### src/rtl/mem_arbiter.sv
// -----------------------------------------------------------------------------
// mem_arbiter
//
// Two-port round-robin arbiter and access sequencer in front of the shared
// data-memory subsystem. Port 0 is the CPU load/store port and port 1 is the
// DMA/debug-loader port. Only one transaction is in flight at a time. Each
// transaction goes through three states:
//   IDLE   : sample requests and grant one port
//   ACCESS : hold the address/data for MEM_LAT cycles. On the final cycle,
//            pulse mem_we for a store or capture mem_rdata for a load.
//   RESP   : one-cycle ack to the granted port
//
// Ports:
//   clk, rst_n                 clock; asynchronous active-low reset
//   cpu_req/we/addr/wdata      CPU request (req is held until cpu_ack)
//   cpu_ack, cpu_rdata         CPU completion pulse and load data
//   dma_req/we/addr/wdata      DMA request (same handshake as the CPU)
//   dma_ack, dma_rdata         DMA completion pulse and load data
//   mem_addr, mem_wdata        registered address/data to the MMU and arrays
//   mem_we                     single-cycle write strobe
//   mem_rdata                  combinational read data from the arrays
//   busy                       high while in ACCESS or RESP
//   grant_id                   owner of the current/last transaction
// -----------------------------------------------------------------------------
module mem_arbiter #(
    parameter int MEM_LAT = 1,   // legal range 1..15
    parameter int AW      = 16,
    parameter int DW      = 32
) (
    input  logic          clk,
    input  logic          rst_n,

    input  logic          cpu_req,
    input  logic          cpu_we,
    input  logic [AW-1:0] cpu_addr,
    input  logic [DW-1:0] cpu_wdata,
    output logic          cpu_ack,
    output logic [DW-1:0] cpu_rdata,

    input  logic          dma_req,
    input  logic          dma_we,
    input  logic [AW-1:0] dma_addr,
    input  logic [DW-1:0] dma_wdata,
    output logic          dma_ack,
    output logic [DW-1:0] dma_rdata,

    output logic [AW-1:0] mem_addr,
    output logic [DW-1:0] mem_wdata,
    output logic          mem_we,
    input  logic [DW-1:0] mem_rdata,

    output logic          busy,
    output logic          grant_id
);

    typedef enum logic [1:0] {
        IDLE   = 2'd0,
        ACCESS = 2'd1,
        RESP   = 2'd2
    } state_t;

    localparam logic [3:0] CNT_INIT = 4'(MEM_LAT - 1);

    state_t        state_reg;
    state_t        state_next;
    logic [3:0]    cnt_reg;
    logic          last_reg;
    logic          we_reg;
    logic          grant_reg;
    logic [AW-1:0] addr_reg;
    logic [DW-1:0] wdata_reg;

    logic [1:0]    req_vec;
    logic [1:0]    ack_vec;
    logic          grant_valid;
    logic          grant_sel;
    logic          final_cycle;

    assign req_vec     = {dma_req, cpu_req};
    assign grant_valid = |req_vec;
    // On contention, grant the port that did not win last time.
    // Otherwise, grant whichever port is asking.
    assign grant_sel   = (&req_vec) ? ~last_reg : dma_req;
    assign final_cycle = (state_reg == ACCESS) && (cnt_reg == 4'd0);

    // ---------------------------------------------------------------------
    // FSM: state register
    // ---------------------------------------------------------------------
    always_ff @(posedge clk or negedge rst_n) begin
        if (!rst_n) begin
            state_reg <= IDLE;
        end else begin
            state_reg <= state_next;
        end
    end

    // ---------------------------------------------------------------------
    // FSM: next-state logic
    // ---------------------------------------------------------------------
    always_comb begin
        state_next = state_reg;
        case (state_reg)
            IDLE:    if (grant_valid) state_next = ACCESS;
            ACCESS:  if (cnt_reg == 4'd0) state_next = RESP;
            RESP:    state_next = IDLE;
            default: state_next = IDLE;
        endcase
    end

    // ---------------------------------------------------------------------
    // FSM: outputs
    // mem_we is decoded from the state, so it drops as soon as reset is
    // asserted. No partial write can slip through after reset.
    // ---------------------------------------------------------------------
    always_comb begin
        ack_vec = 2'b00;
        mem_we  = 1'b0;
        busy    = (state_reg != IDLE);
        if (final_cycle) begin
            mem_we = we_reg;
        end
        if (state_reg == RESP) begin
            ack_vec[grant_reg] = 1'b1;
        end
    end

    // ---------------------------------------------------------------------
    // Request latch, round-robin pointer and latency counter
    // ---------------------------------------------------------------------
    always_ff @(posedge clk or negedge rst_n) begin
        if (!rst_n) begin
            cnt_reg   <= 4'd0;
            last_reg  <= 1'b1;   // makes the CPU win the first tie
            we_reg    <= 1'b0;
            grant_reg <= 1'b0;
            addr_reg  <= '0;
            wdata_reg <= '0;
        end else begin
            case (state_reg)
                IDLE: begin
                    if (grant_valid) begin
                        grant_reg <= grant_sel;
                        last_reg  <= grant_sel;
                        cnt_reg   <= CNT_INIT;
                        if (grant_sel) begin
                            addr_reg  <= dma_addr;
                            wdata_reg <= dma_wdata;
                            we_reg    <= dma_we;
                        end else begin
                            addr_reg  <= cpu_addr;
                            wdata_reg <= cpu_wdata;
                            we_reg    <= cpu_we;
                        end
                    end
                end
                ACCESS: begin
                    if (cnt_reg != 4'd0) begin
                        cnt_reg <= cnt_reg - 4'd1;
                    end
                end
                default: begin
                end
            endcase
        end
    end

    // ---------------------------------------------------------------------
    // Per-port read-data registers. Each register is written only on the
    // final ACCESS cycle of a load owned by that port, so stores and
    // transactions owned by the other port leave it untouched.
    // ---------------------------------------------------------------------
    genvar gi;
    generate
        for (gi = 0; gi < 2; gi++) begin : g_port
            logic [DW-1:0] rdata_reg;
            always_ff @(posedge clk or negedge rst_n) begin
                if (!rst_n) begin
                    rdata_reg <= '0;
                end else if (final_cycle && !we_reg && (grant_reg == 1'(gi))) begin
                    rdata_reg <= mem_rdata;
                end
            end
        end
    endgenerate

    assign cpu_rdata = g_port[0].rdata_reg;
    assign dma_rdata = g_port[1].rdata_reg;
    assign cpu_ack   = ack_vec[0];
    assign dma_ack   = ack_vec[1];
    assign mem_addr  = addr_reg;
    assign mem_wdata = wdata_reg;
    assign grant_id  = grant_reg;

endmodule

### config.mk
export PLATFORM = sky130hd
export DESIGN_NAME = mem_arbiter
export DESIGN_NICKNAME = d
export VERILOG_FILES = /design/src/rtl/mem_arbiter.sv
export SDC_FILE = /design/constraint.sdc
export NUM_CORES = 1
export LEC_CHECK = 0
export BUFFER_PORTS_ARGS = -buffer_cell sky130_fd_sc_hd__buf_4
export CELL_PAD_IN_SITES_DETAIL_PLACEMENT = 0
export CELL_PAD_IN_SITES_GLOBAL_PLACEMENT = 2
export CORE_AREA = 2 2 140 142
export CTS_CLUSTER_SIZE = 10
export DETAILED_ROUTE_END_ITERATION = 10
export DIE_AREA = 0 0 142 144
export PLACE_DENSITY = 0.9
export SYNTH_ARGS = -nofsm -noshare
export SYNTH_HDL_FRONTEND = slang
export SYNTH_SLANG_ARGS = --single-unit
### constraint.sdc
create_clock -name clk -period 2.91 [get_ports clk]
set_input_delay 0.582 -clock clk [delete_from_list [all_inputs] [get_ports clk]]
set_output_delay 0.582 -clock clk [all_outputs]
set_load 0.03 [all_outputs]
Word-level counts from Yosys, hierarchy flattened:

Cells that the tools add are included.

* bits of input ports: 134
* output and inout bits: 117
* bits in registers: 121
* logic and storage cells: 49

* bitwise operators: 2
* reductions and logical operators: 16
* muxes and demuxes: 14
* order comparisons: 2
* eq/ne operators: 5
* add/subtract/negate cells: 1

Operators by type and width (count)
* $mux 32: 1
* $mux 16: 1
* $mux 4: 2
* $pmux 4 s2: 1
* $mux 2: 3
* $reduce_and 2->1: 3
* $logic_and 1x1->1: 5
* $logic_not 4->1: 1
* $mux 1: 4
* $ne 2x1->1 const B: 2
* $pmux 2 s2: 1
* $reduce_bool 2->1: 2
* $reduce_bool 4->1: 1
* $sub 4x1->4 const B: 1
* $reduce_and 3->1: 1
* $eq 2x1->1 const B: 1
* $eq 2x2->1 const B: 1
* $logic_not 2->1: 1
* $lt 1x2->1 const B: 1
* $ne 2x2->1 const B: 1
* $not 1->1: 2
* $reduce_or 2->1: 1
* $demux 1 s1: 1
* $ge 1x1->1 const B: 1
* $logic_not 1->1: 1

Depth between registers and ports, before layout:

Gate-level depths: netlist of the first run.

* depth after elaboration: 5
* mapped depth: 7

Least setup slack after synthesis of the first run:

OpenSTA, ideal clock, no wires.

* path type: reg2reg
* start: register cnt_reg[0]
* end: register g_port[0].rdata_reg[10] (netlist: cpu_rdata[10])
* arrival: 2059 ps
* setup time: 125 ps
* slack: 726 ps
* path buffers: 2
* stages on the path, launching flop included: 8
* cell sequence: dfrtp_1 -> inv_1 -> ha_1 -> or3b_4 -> or4_4 -> buf_6 -> buf_12 -> mux2_4

* word-level cells in the longest chain between the ends: 4

Ends and longest elaborated chain
* start, declared: line 66 `logic [3:0] cnt_reg;`
* start signal, assigned: line 158 `cnt_reg <= cnt_reg - 4'd1;`
* $logic_not 4->1: line 84 `assign final_cycle = (state_reg == ACCESS) && (cnt_reg == 4'd0);`
* $logic_and 1x1->1: line 84
* $logic_and 1x1->1 (2 in series): line 179 `end else if (final_cycle && !we_reg && (grant_reg == 1'(gi))) begin`
* end signal, assigned: line 180 `rdata_reg <= mem_rdata;`
* end, declared: line 175 `logic [DW-1:0] rdata_reg;`

No other way between the ends.
A chain may end at the register's enable or synchronous reset.

Final worst setup path of the first run:

* start: register state_reg[0]
* end: output busy

* word-level cells in the longest chain between the ends: 1

Ends and longest elaborated chain
* start, declared: line 64 `state_t state_reg;`
* start signal, assigned: line 93 `state_reg <= state_next;`
* $reduce_bool 2->1: line 118 `busy = (state_reg != IDLE);`
* end, declared: line 52 `output logic busy,`

No other way between the ends.

==> impl_results.md, run 1 <==
- Status: completed
- Syn avg cell area: 11.59 sq um
- Tightest Pin Transition: 1.023 ns
- Min Hold Slack: 0.1217 ns
- Height of the die: 144 um
- Clk slew on worst S/H paths: 0.06 ns
- Global-route wire length before repair: 23.38 mm
- Area of the multi-input gates: 2037 sq um
- TritonCTS clock tree: built
- Clock sinks: 121
- 1st-pass router iterations: 6
- Port bufs: 250
- Sequential area share after synthesis: 0.5770
- Post_cts resized: 0
- CP Data Required Time: 2.33 ns
- Cts bufs inserted: 17
- GP Congestion: 0.7456
- H-Tree Depth: 4
- Fin. max-slew vios: 0
- YS warnings: 0
- Number of placement rows: 51
- LEAKAGE: 3.851 nW
- GRT overflow: 0
- Residual DRC: 0
- CP Max Fanout: 50
- Rel. slew slack: 0.3179
- Register area: 3029 sq um
- Detailed Place HPWL: 10.00 mm
- Max Clk Rate: 411.0 MHz
- Worst VDD drop: 468.8 uV
- Vias per std cell: 4.688
- Comb pwr share: 0.488
- Via count: 4435
- Endpoint class of the critical path: output port
- Commonest non-fill, non-tap cells in the layout: buf_4, dfrtp_1, nand2_1, a21oi_1, a31oi_1
- Number of diodes: 0
- Commonest non-fill, non-tap cell in the layout: buf_4
- Skew final: 0.01110 ns
- Drt total wl: 14.83 mm
- WS Path Type: reg2out
- Clock Power Share: 0.217
- Final hold viol count: 0
- Die width: 142 um
- Drt initial violations: 169
- Hold/Removal Path Class: in2async
- Data arrival time of the worst path: 1.85 ns
- Initial Utilization: 0.2752
- Vias in the first global route: 4439
- Total track usage: 0.1459
- Switching Power: 0.004325 W
- Placed Area: 7337 sq um
- Delay of the slowest critical-path stage: 0.50 ns
- Post-route ant nets: 0
- Max-Cap Viols: 0
- Initial antenna violation count: 0
- Setup violators final: 0
- Seq pwr share: 0.295
- Post-route core utilization: 0.4181
- Final setup TNS: 0 ns
- R2r setup slk: 0.51 ns
- R2R Path End: cpu_rdata[9]
- Period utilization: 0.8360
- Worst r2r path cells: 5
- Startpoint Class: flip-flop
- Final Cell Area: 7976 sq um
- PwrDens: 1312 nW/um^2
- Core ar.: 19080 sq um
- CTS max path bufs: 2
- Setup bufs post-CTS: 0
- Post-Syn Nets: 589
- Root buffer selected by CTS: clkbuf_16
- Unrepaired setup endpoints after global routing: false
- Filler Cell Count: 1838
- Gate Count Post-Synth: 453
- Hold-fix buffers, CTS: 0
- Unique masters post-synth: 39
- WL/cell: 15.67 um
- Die area: 20450 sq um
- Critical path's most frequent cell: buf_4
- Largest net degree at the start of global routing: 52
- Cells along the critical path: nor2_4 -> buf_4 -> inv_1 -> buf_4
- Power Internal: 0.006138 W
- Worst R2R Start: cnt_reg[1]
- Layout Nets: 831
- Delay-heaviest family, CP: buffers and inverters
- Top Ports: 251
- Switching Fraction: 0.4133
- Clock Latency Late Sink: 0.41 ns
- Fin crit period: 2.433 ns
- Area growth syn-to-layout: 51.93%
- Critical-path top delay cell: buf_4
- Synthesized cell area: 5250 sq um
- Share of cells above drive strength 1: 0.5184
- Synth Register Bits: 121
- CP bufs+invs: 3
[per-layer routing]
layer | up-vias | global-route usage | part of all wire
met3 | 11 | 0.05497 | 0.076
met5 | - | 0 | 0
met1 | 2153 | 0.1833 | 0.44
li1 | 2092 | - | -
met2 | 179 | 0.2377 | 0.47
met4 | 0 | 0.03737 | 0.011
[layout make-up]
cell class / count / area share
Multi-Input combinational cell: 294 / 0.2554
Clock inverter: 15 / 0.02682
Tap cell: 238 / 0.03733
Sequential cell: 121 / 0.3798
Inverter: 3 / 0.001412
Clock buffer: 17 / 0.05333
Timing Repair Buffer: 258 / 0.2460
[power groups by stage]
| stage | logic [W] | clock network (W) | registers [W] |
|---|---|---|---|
| after floorplan | 0.00169 | 0 | 0.00461 |
| after global placement | 0.00512 | 0 | 0.00307 |
| after detailed placement | 0.00515 | 0 | 0.00310 |
| after CTS | 0.00516 | 0.00233 | 0.00309 |
| after global routing | 0.00543 | 0.00241 | 0.00321 |
| final | 0.00510 | 0.00227 | 0.00309 |
[logic make-up after synthesis]
| group | count (synthesis) | synth area share |
|---|---|---|
| AO/OA/AOI/OAI | 104 | 0.1139 |
| adder cells (fa/ha/maj) | 2 | 0.004766 |
| AND/OR/NAND/NOR | 121 | 0.1006 |
| buffers and inverters | 38 | 0.03885 |
| multiplexers | 67 | 0.1649 |
| flip-flops | 121 | 0.5770 |
[synth_stat cells, drive strengths merged]
master | count | area share
and3b | 1 | 0.0017
o21ai | 1 | 0.00095
buf | 7 | 0.017
or4 | 1 | 0.0021
or3 | 1 | 0.0014
o22ai | 1 | 0.0012
a21boi | 1 | 0.0014
or2 | 2 | 0.0024
mux2i | 1 | 0.0019
nor2b | 1 | 0.0012
mux2 | 66 | 0.16
nand2 | 99 | 0.071
nand3 | 1 | 0.00095
a221o | 1 | 0.0019
and3 | 1 | 0.0012
a21bo | 1 | 0.0019
a211oi | 1 | 0.0014
a21oi | 49 | 0.047
dfstp | 1 | 0.0050
nor2 | 2 | 0.0014
nor3 | 1 | 0.00095
a31oi | 49 | 0.058
nor4 | 1 | 0.0012
ha | 2 | 0.0048
inv | 3 | 0.0021
clkbuf | 28 | 0.020
dfrtp | 120 | 0.57
or2b | 2 | 0.0031
or3b | 1 | 0.0021
and2 | 2 | 0.0024
nand3b | 1 | 0.0014
nand4b | 2 | 0.0033
nor3b | 2 | 0.0029
[worst max-delay path by stage]
stage / startpoint / to / slack (ns) / cells after the start
after global placement: cnt_reg[0] / cpu_rdata[13] / 0.55 / 5
after detailed placement: cnt_reg[0] / cpu_rdata[17] / 0.50 / 5
final: state_reg[0] / busy / 0.48 / 4
after global routing: state_reg[0] / busy / 0.35 / 4
after CTS: state_reg[0] / busy / 0.48 / 4
after floorplan: cnt_reg[0] / cpu_rdata[10] / 0.73 / 7
[through the flow]
step                total power [W]  setup WS (ns)  std cells
floorplan                  0.006303         0.7263        453
finish                      0.01046         0.4772        946
detailed placement         0.008251         0.5050        914
global route                0.01105         0.3499        946
global placement           0.008192         0.5508        914
CTS                         0.01058         0.4782        946
Power figures use the tool's default switching activity.
==> run 2: changes to the inputs <==
==> constraint.sdc (replaced) <==
create_clock -name clk -period 2.3 [get_ports clk]
set_input_delay 0.46 -clock clk [delete_from_list [all_inputs] [get_ports clk]]
set_output_delay 0.46 -clock clk [all_outputs]
set_load 0.03 [all_outputs]
==> run 2 against run 1 <==
Net effect: design area up 0.85%; sequential power up 26%; via count down 1.2%; worst hold slack better by 0.17 ns; clock-buffer cell count up 3; largest cell class unchanged; largest power group unchanged.
==> impl_results.md, run 2 (same netlist as run 1, synthesis figures left out) <==
- Status: completed
- Height of the die: 144 um (unchanged)
- Drt initial violations: 182 (+7.7%)
- Delay of the slowest critical-path stage: 0.49 ns (about the same)
- Largest net degree at the start of global routing: 61 (+17%)
- Clk slew on worst S/H paths: 0.06 ns (about the same)
- Startpoint Class: flip-flop
- Setup violators final: 0 (unchanged)
- Global-route wire length before repair: 23.67 mm (+1.2%)
- Clock sinks: 121 (unchanged)
- Final hold viol count: 0 (unchanged)
- CTS max path bufs: 2 (unchanged)
- Setup bufs post-CTS: 0 (unchanged)
- Number of placement rows: 51 (unchanged)
- Clock Latency Late Sink: 0.41 ns (about the same)
- LEAKAGE: 3.899 nW (+1.3%)
- Final worst setup slack: 0.09602 ns (-0.3812 ns)
- Vias per std cell: 4.604 (-1.8%)
- Place WS: 0.07167 ns (-0.4333 ns)
- TritonCTS clock tree: built
- Period utilization: 0.9583
- Worst VDD drop: 454.9 uV (-3.0%)
- Tightest Pin Transition: 0.5437 ns (-0.4794 ns)
- Die width: 142 um (unchanged)
- Post-route core utilization: 0.4216 (+0.003541)
- Rel. slew slack: 0.6375 (+0.3196)
- Commonest non-fill, non-tap cell in the layout: buf_4
- Initial Utilization: 0.2752 (unchanged)
- Final setup TNS: 0 ns (unchanged)
- Endpoint class of the critical path: flip-flop
- Layout Nets: 837 (+0.72%)
- Max-Cap Viols: 0 (unchanged)
- Total track usage: 0.1469 (+0.0009828)
- Vias in the first global route: 4573 (+3.0%)
- Cells along the critical path: inv_1 -> ha_1 -> or3b_4 -> or4_4 -> clkbuf_16 -> mux2_4
- CP Max Fanout: 16 (-68%)
- GP Congestion: 0.7420 (-0.48%)
- H-Tree Depth: 4 (unchanged)
- Core ar.: 19080 sq um (unchanged)
- Cts bufs inserted: 17 (unchanged)
- WS Path Type: reg2reg
- Fin. max-slew vios: 0 (unchanged)
- Via count: 4383 (-1.2%)
- Area growth syn-to-layout: 53.22%
- Drt total wl: 15.14 mm (+2.1%)
- WL/cell: 15.90 um (+1.4%)
- Initial antenna violation count: 0 (unchanged)
- Number of diodes: 0 (unchanged)
- Hold/Removal Path Class: in2reg
- Fin crit period: 2.204 ns
- Critical-path top delay cell: or4_4
- Port bufs: 250 (unchanged)
- Post-route ant nets: 0 (unchanged)
- Max Clk Rate: 453.7 MHz
- Min-delay src: mem_rdata[12]
- Share of cells above drive strength 1: 0.5224 (+0.004047)
- Data arrival time of the worst path: 2.49 ns (+0.64 ns)
- Top Ports: 251 (unchanged)
- Root buffer selected by CTS: clkbuf_16
- Worst R2R Start: cnt_reg[0]
- Unrepaired setup endpoints after global routing: false
- Commonest non-fill, non-tap cells in the layout: buf_4, dfrtp_1, nand2_1, a21oi_1, a31oi_1
- Detailed Place HPWL: 10.35 mm (+3.5%)
- Skew final: 0.01179 ns (+0.0006871 ns)
- Die area: 20450 sq um (unchanged)
- CP Data Required Time: 2.59 ns (+0.26 ns)
- CP startpoint: cnt_reg[0]
- GRT overflow: 0 (unchanged)
- PwrDens: 1629 nW/um^2 (+24%)
- 1st-pass router iterations: 4 (-2)
- Residual DRC: 0 (unchanged)
[run 2: cell type report]
type                            count  area (sq um)
Inverter                            3         11.26
Timing Repair Buffer              264          2085
Tap cell                          238         297.8
Sequential cell                   121          3029
Clock inverter                     12         112.6
Fill cell                        1855         11040
Multi-Input combinational cell    294          2042
Clock buffer                       20         466.7
[run 2: power by group]
group	internal, W	leakage, nW	switching (W)
clock	0.00159	0.284	0.00101
combinational	0.00280	2.23	0.00382
sequential	0.00324	1.39	0.000657
total	0.00762	3.90	0.00549
[run 2: per-stage QoR]
step / hold WS [ns] / power, W / instances / area [sq um]
global placement: 0.3848 / 0.01046 / 918 / 7417
global route: 0.2699 / 0.01385 / 952 / 8044
detailed placement: 0.3828 / 0.01056 / 918 / 7417
floorplan: 0.1644 / 0.007975 / 453 / 5250
CTS: 0.2671 / 0.01323 / 951 / 8006
finish: 0.2939 / 0.01311 / 952 / 8044
[run 2: worst max-delay path: cells and delay by family (launching register included)]
kind          cells  cell delay, ns
fa+ha+maj         1            0.19
buf+inv           2            0.31
flops             1            0.39
mux               1            0.31
simple gates      2            0.88
[run 2: what timing repair did]
| item | 4_1_cts | 5_1_grt |
|---|---|---|
| resized for setup | 0 | 2 |
| hold endpoints to repair | 21 | 0 |
| hold buffers | 1 | 0 |
| endpoints found under the setup margin | 0 | 11 |
[run 2: path summary, 6_finish.rpt]
kind / endpoint / slack (ns) / cells after the start
setup / recovery: cpu_rdata[10] / 0.1 / 6
hold / removal: cpu_rdata[12] / 0.29 / 2
setup reg to reg: cpu_rdata[10] / 0.1 / 6
hold reg to reg: cnt_reg[0] / 0.50 / 1
max in group asynchronous: mem_addr[6] / 1.14 / 3
min in group asynchronous: cpu_rdata[2] / 0.52 / 2
[run 2: metal layers]
layer	global-route usage	wire length (um)	up-vias
met4	0.04316	149	0
met1	0.1816	6598	2110
met5	0	0	-
met3	0.04901	1072	9
li1	-	-	2089
met2	0.2449	7314	175
==> run 3: changes to the inputs <==
--- a/config.mk
+++ b/config.mk
@@ -12,6 +12,7 @@
 export CTS_CLUSTER_SIZE = 10
 export DETAILED_ROUTE_END_ITERATION = 10
 export DIE_AREA = 0 0 142 144
+export MAX_ROUTING_LAYER = met4
 export PLACE_DENSITY = 0.9
 export SYNTH_ARGS = -nofsm -noshare
 export SYNTH_HDL_FRONTEND = slang
==> run 3 against run 2 <==
Net effect: global-route usage rose by 0.42 points; maximum frequency shrank 0.15%; sequential power barely moved; largest cell class unchanged.
==> impl_results.md, run 3 (same netlist as run 1, synthesis figures left out) <==
- Status: completed
- Residual DRC: 0 (unchanged)
- Cts bufs inserted: 17 (unchanged)
- Share of cells above drive strength 1: 0.5224 (unchanged)
- Drt initial violations: 183 (+0.55%)
- Fin crit period: 2.207 ns (+0.003348 ns)
- H-Tree Depth: 4 (unchanged)
- Hold Crit Endpoint: cpu_rdata[12]
- Total track usage: 0.1511 (+0.004225)
- R2R Path End: cpu_rdata[10]
- WL/cell: 15.87 um (-0.17%)
- Hold/Removal Path Class: in2reg
- Fin. max-slew vios: 0 (unchanged)
- Height of the die: 144 um (unchanged)
- Post-route ant nets: 0 (unchanged)
- Endpoint class of the critical path: flip-flop
- 1st-pass router iterations: 4 (unchanged)
- Rel. slew slack: 0.6324 (-0.005155)
- Drt total wl: 15.11 mm (-0.17%)
- Filler Cell Count: 1855 (unchanged)
- Setup violators final: 0 (unchanged)
- TritonCTS clock tree: built
- R2r setup slk: 0.09 ns (about the same)
- Dpl cells: 918 (unchanged)
- Commonest non-fill, non-tap cells in the layout: buf_4, dfrtp_1, nand2_1, a21oi_1, a31oi_1
- Clock sinks: 121 (unchanged)
- Met2 WL post-DR: 7.305 mm (-0.12%)
- Startpoint Class: flip-flop
- Number of placement rows: 51 (unchanged)
- Root buffer selected by CTS: clkbuf_16
- Min Hold Slack: 0.2923 ns (-0.001527 ns)
- Hold path depth: 2 (unchanged)
- Initial antenna violation count: 0 (unchanged)
- WL met1: 6.662 mm (+0.97%)
- WL met3: 959 um (-11%)
- LEAKAGE: 3.899 nW (unchanged)
- Top routing layer in use: met4
- Die width: 142 um (unchanged)
- Vias in the first global route: 4590 (+0.37%)
- CTS max path bufs: 2 (unchanged)
- Min-delay src: mem_rdata[12]
- Global-route wire length before repair: 23.61 mm (-0.24%)
- PwrDens: 1629 nW/um^2 (about the same)
- Data arrival time of the worst path: 2.49 ns (about the same)
- Largest net degree at the start of global routing: 61 (unchanged)
- Max-Cap Viols: 0 (unchanged)
- Initial Utilization: 0.2752 (unchanged)
- CP Data Required Time: 2.59 ns (about the same)
- Unrepaired setup endpoints after global routing: false
- CP Max Fanout: 16 (unchanged)
- Max Clk Rate: 453.0 MHz (-0.15%)
- Detailed Place HPWL: 10.35 mm (unchanged)
- Final setup TNS: 0 ns (unchanged)
- GP Congestion: 0.7513 (+1.3%)
- Die area: 20450 sq um (unchanged)
- Setup bufs post-CTS: 0 (unchanged)
- GRT overflow: 0 (unchanged)
- Top Ports: 251 (unchanged)
- Area growth syn-to-layout: 53.22% (unchanged)
- Vias per std cell: 4.620 (+0.34%)
- Period utilization: 0.9597 (+0.001456)
- Final hold viol count: 0 (unchanged)
- Core ar.: 19080 sq um (unchanged)
- Final non-filler cell total: 952 (unchanged)
- Tightest Pin Transition: 0.5514 ns (+0.007733 ns)
- Worst VDD drop: 452.6 uV (-0.51%)
- Layout Nets: 837 (unchanged)
- Skew final: 0.01180 ns (+0.00001210 ns)
- Via count: 4398 (+0.34%)
- Clock Latency Late Sink: 0.41 ns (about the same)
- Commonest non-fill, non-tap cell in the layout: buf_4
- Clk slew on worst S/H paths: 0.06 ns (about the same)
- Worst R2R Start: cnt_reg[0]
- Port bufs: 250 (unchanged)
- Worst r2r path cells: 6 (unchanged)
- WS Path Type: reg2reg
- Number of diodes: 0 (unchanged)
run 3: cell counts in the layout (fill, tap and decap cells not counted):
Identical to the previous run, type by type.
run 3: final cells by class:
cell class	count	area [sq um]	share of cell area
Clock buffer	20	466.7	0.05802
Sequential cell	121	3029	0.3766
Multi-Input combinational cell	294	2042	0.2539
Clock inverter	12	112.6	0.01400
Tap cell	238	297.8	0.03702
Inverter	3	11.26	0.001400
Timing Repair Buffer	264	2085	0.2591
run 3: repair_timing:
action,CTS,global route
endpoints found under the setup margin,0,11
endpoints found under the hold margin,21,0
resized for setup,0,2
hold buffers,1,0
run 3: power by group:
group	leakage, nW	internal [W]	switching, W
registers	1.39	0.00324	0.000656
clock network	0.284	0.00159	0.00101
logic	2.23	0.00280	0.00382
total	3.90	0.00762	0.00548
run 3: worst max path at each step:
stage | depth (start not counted) | end | from | slack (ns)
after floorplan | 7 | cpu_rdata[10] | cnt_reg[0] | 0.12
after global placement | 6 | cpu_rdata[14] | cnt_reg[0] | 0.10
after detailed placement | 6 | cpu_rdata[30] | cnt_reg[0] | 0.07
after CTS | 5 | mem_we | cnt_reg[0] | 0.03
after global routing | 6 | cpu_rdata[2] | cnt_reg[0] | 0.01
final | 6 | cpu_rdata[10] | cnt_reg[0] | 0.09
run 3: metal layers:
| layer | up-vias | track usage |
|---|---|---|
| li1 | 2087 | - |
| met1 | 2121 | 0.1868 |
| met2 | 178 | 0.2449 |
| met4 | 0 | 0.04316 |
| met3 | 12 | 0.04040 |
| met5 | - | - |
run 3: per-stage QoR:
stage	worst slack [ns]	area [sq um]	power [W]	utilization
6_report	0.09267	8044	0.01311	0.4216
4_1_cts	0.02785	8006	0.01323	0.4196
3_3_place_gp	0.1031	7417	0.01046	0.3887
5_1_grt	0.01495	8044	0.01385	0.4216
3_5_place_dp	0.07167	7417	0.01056	0.3887
2_1_floorplan	0.1163	5250	0.007975	-
run 3: critical path, cell delays in order (launching register included):
cell	delay (ns)
dfrtp_1	0.39
inv_1	0.09
ha_1	0.19
or3b_4	0.39
or4_4	0.49
clkbuf_16	0.23
mux2_4	0.31
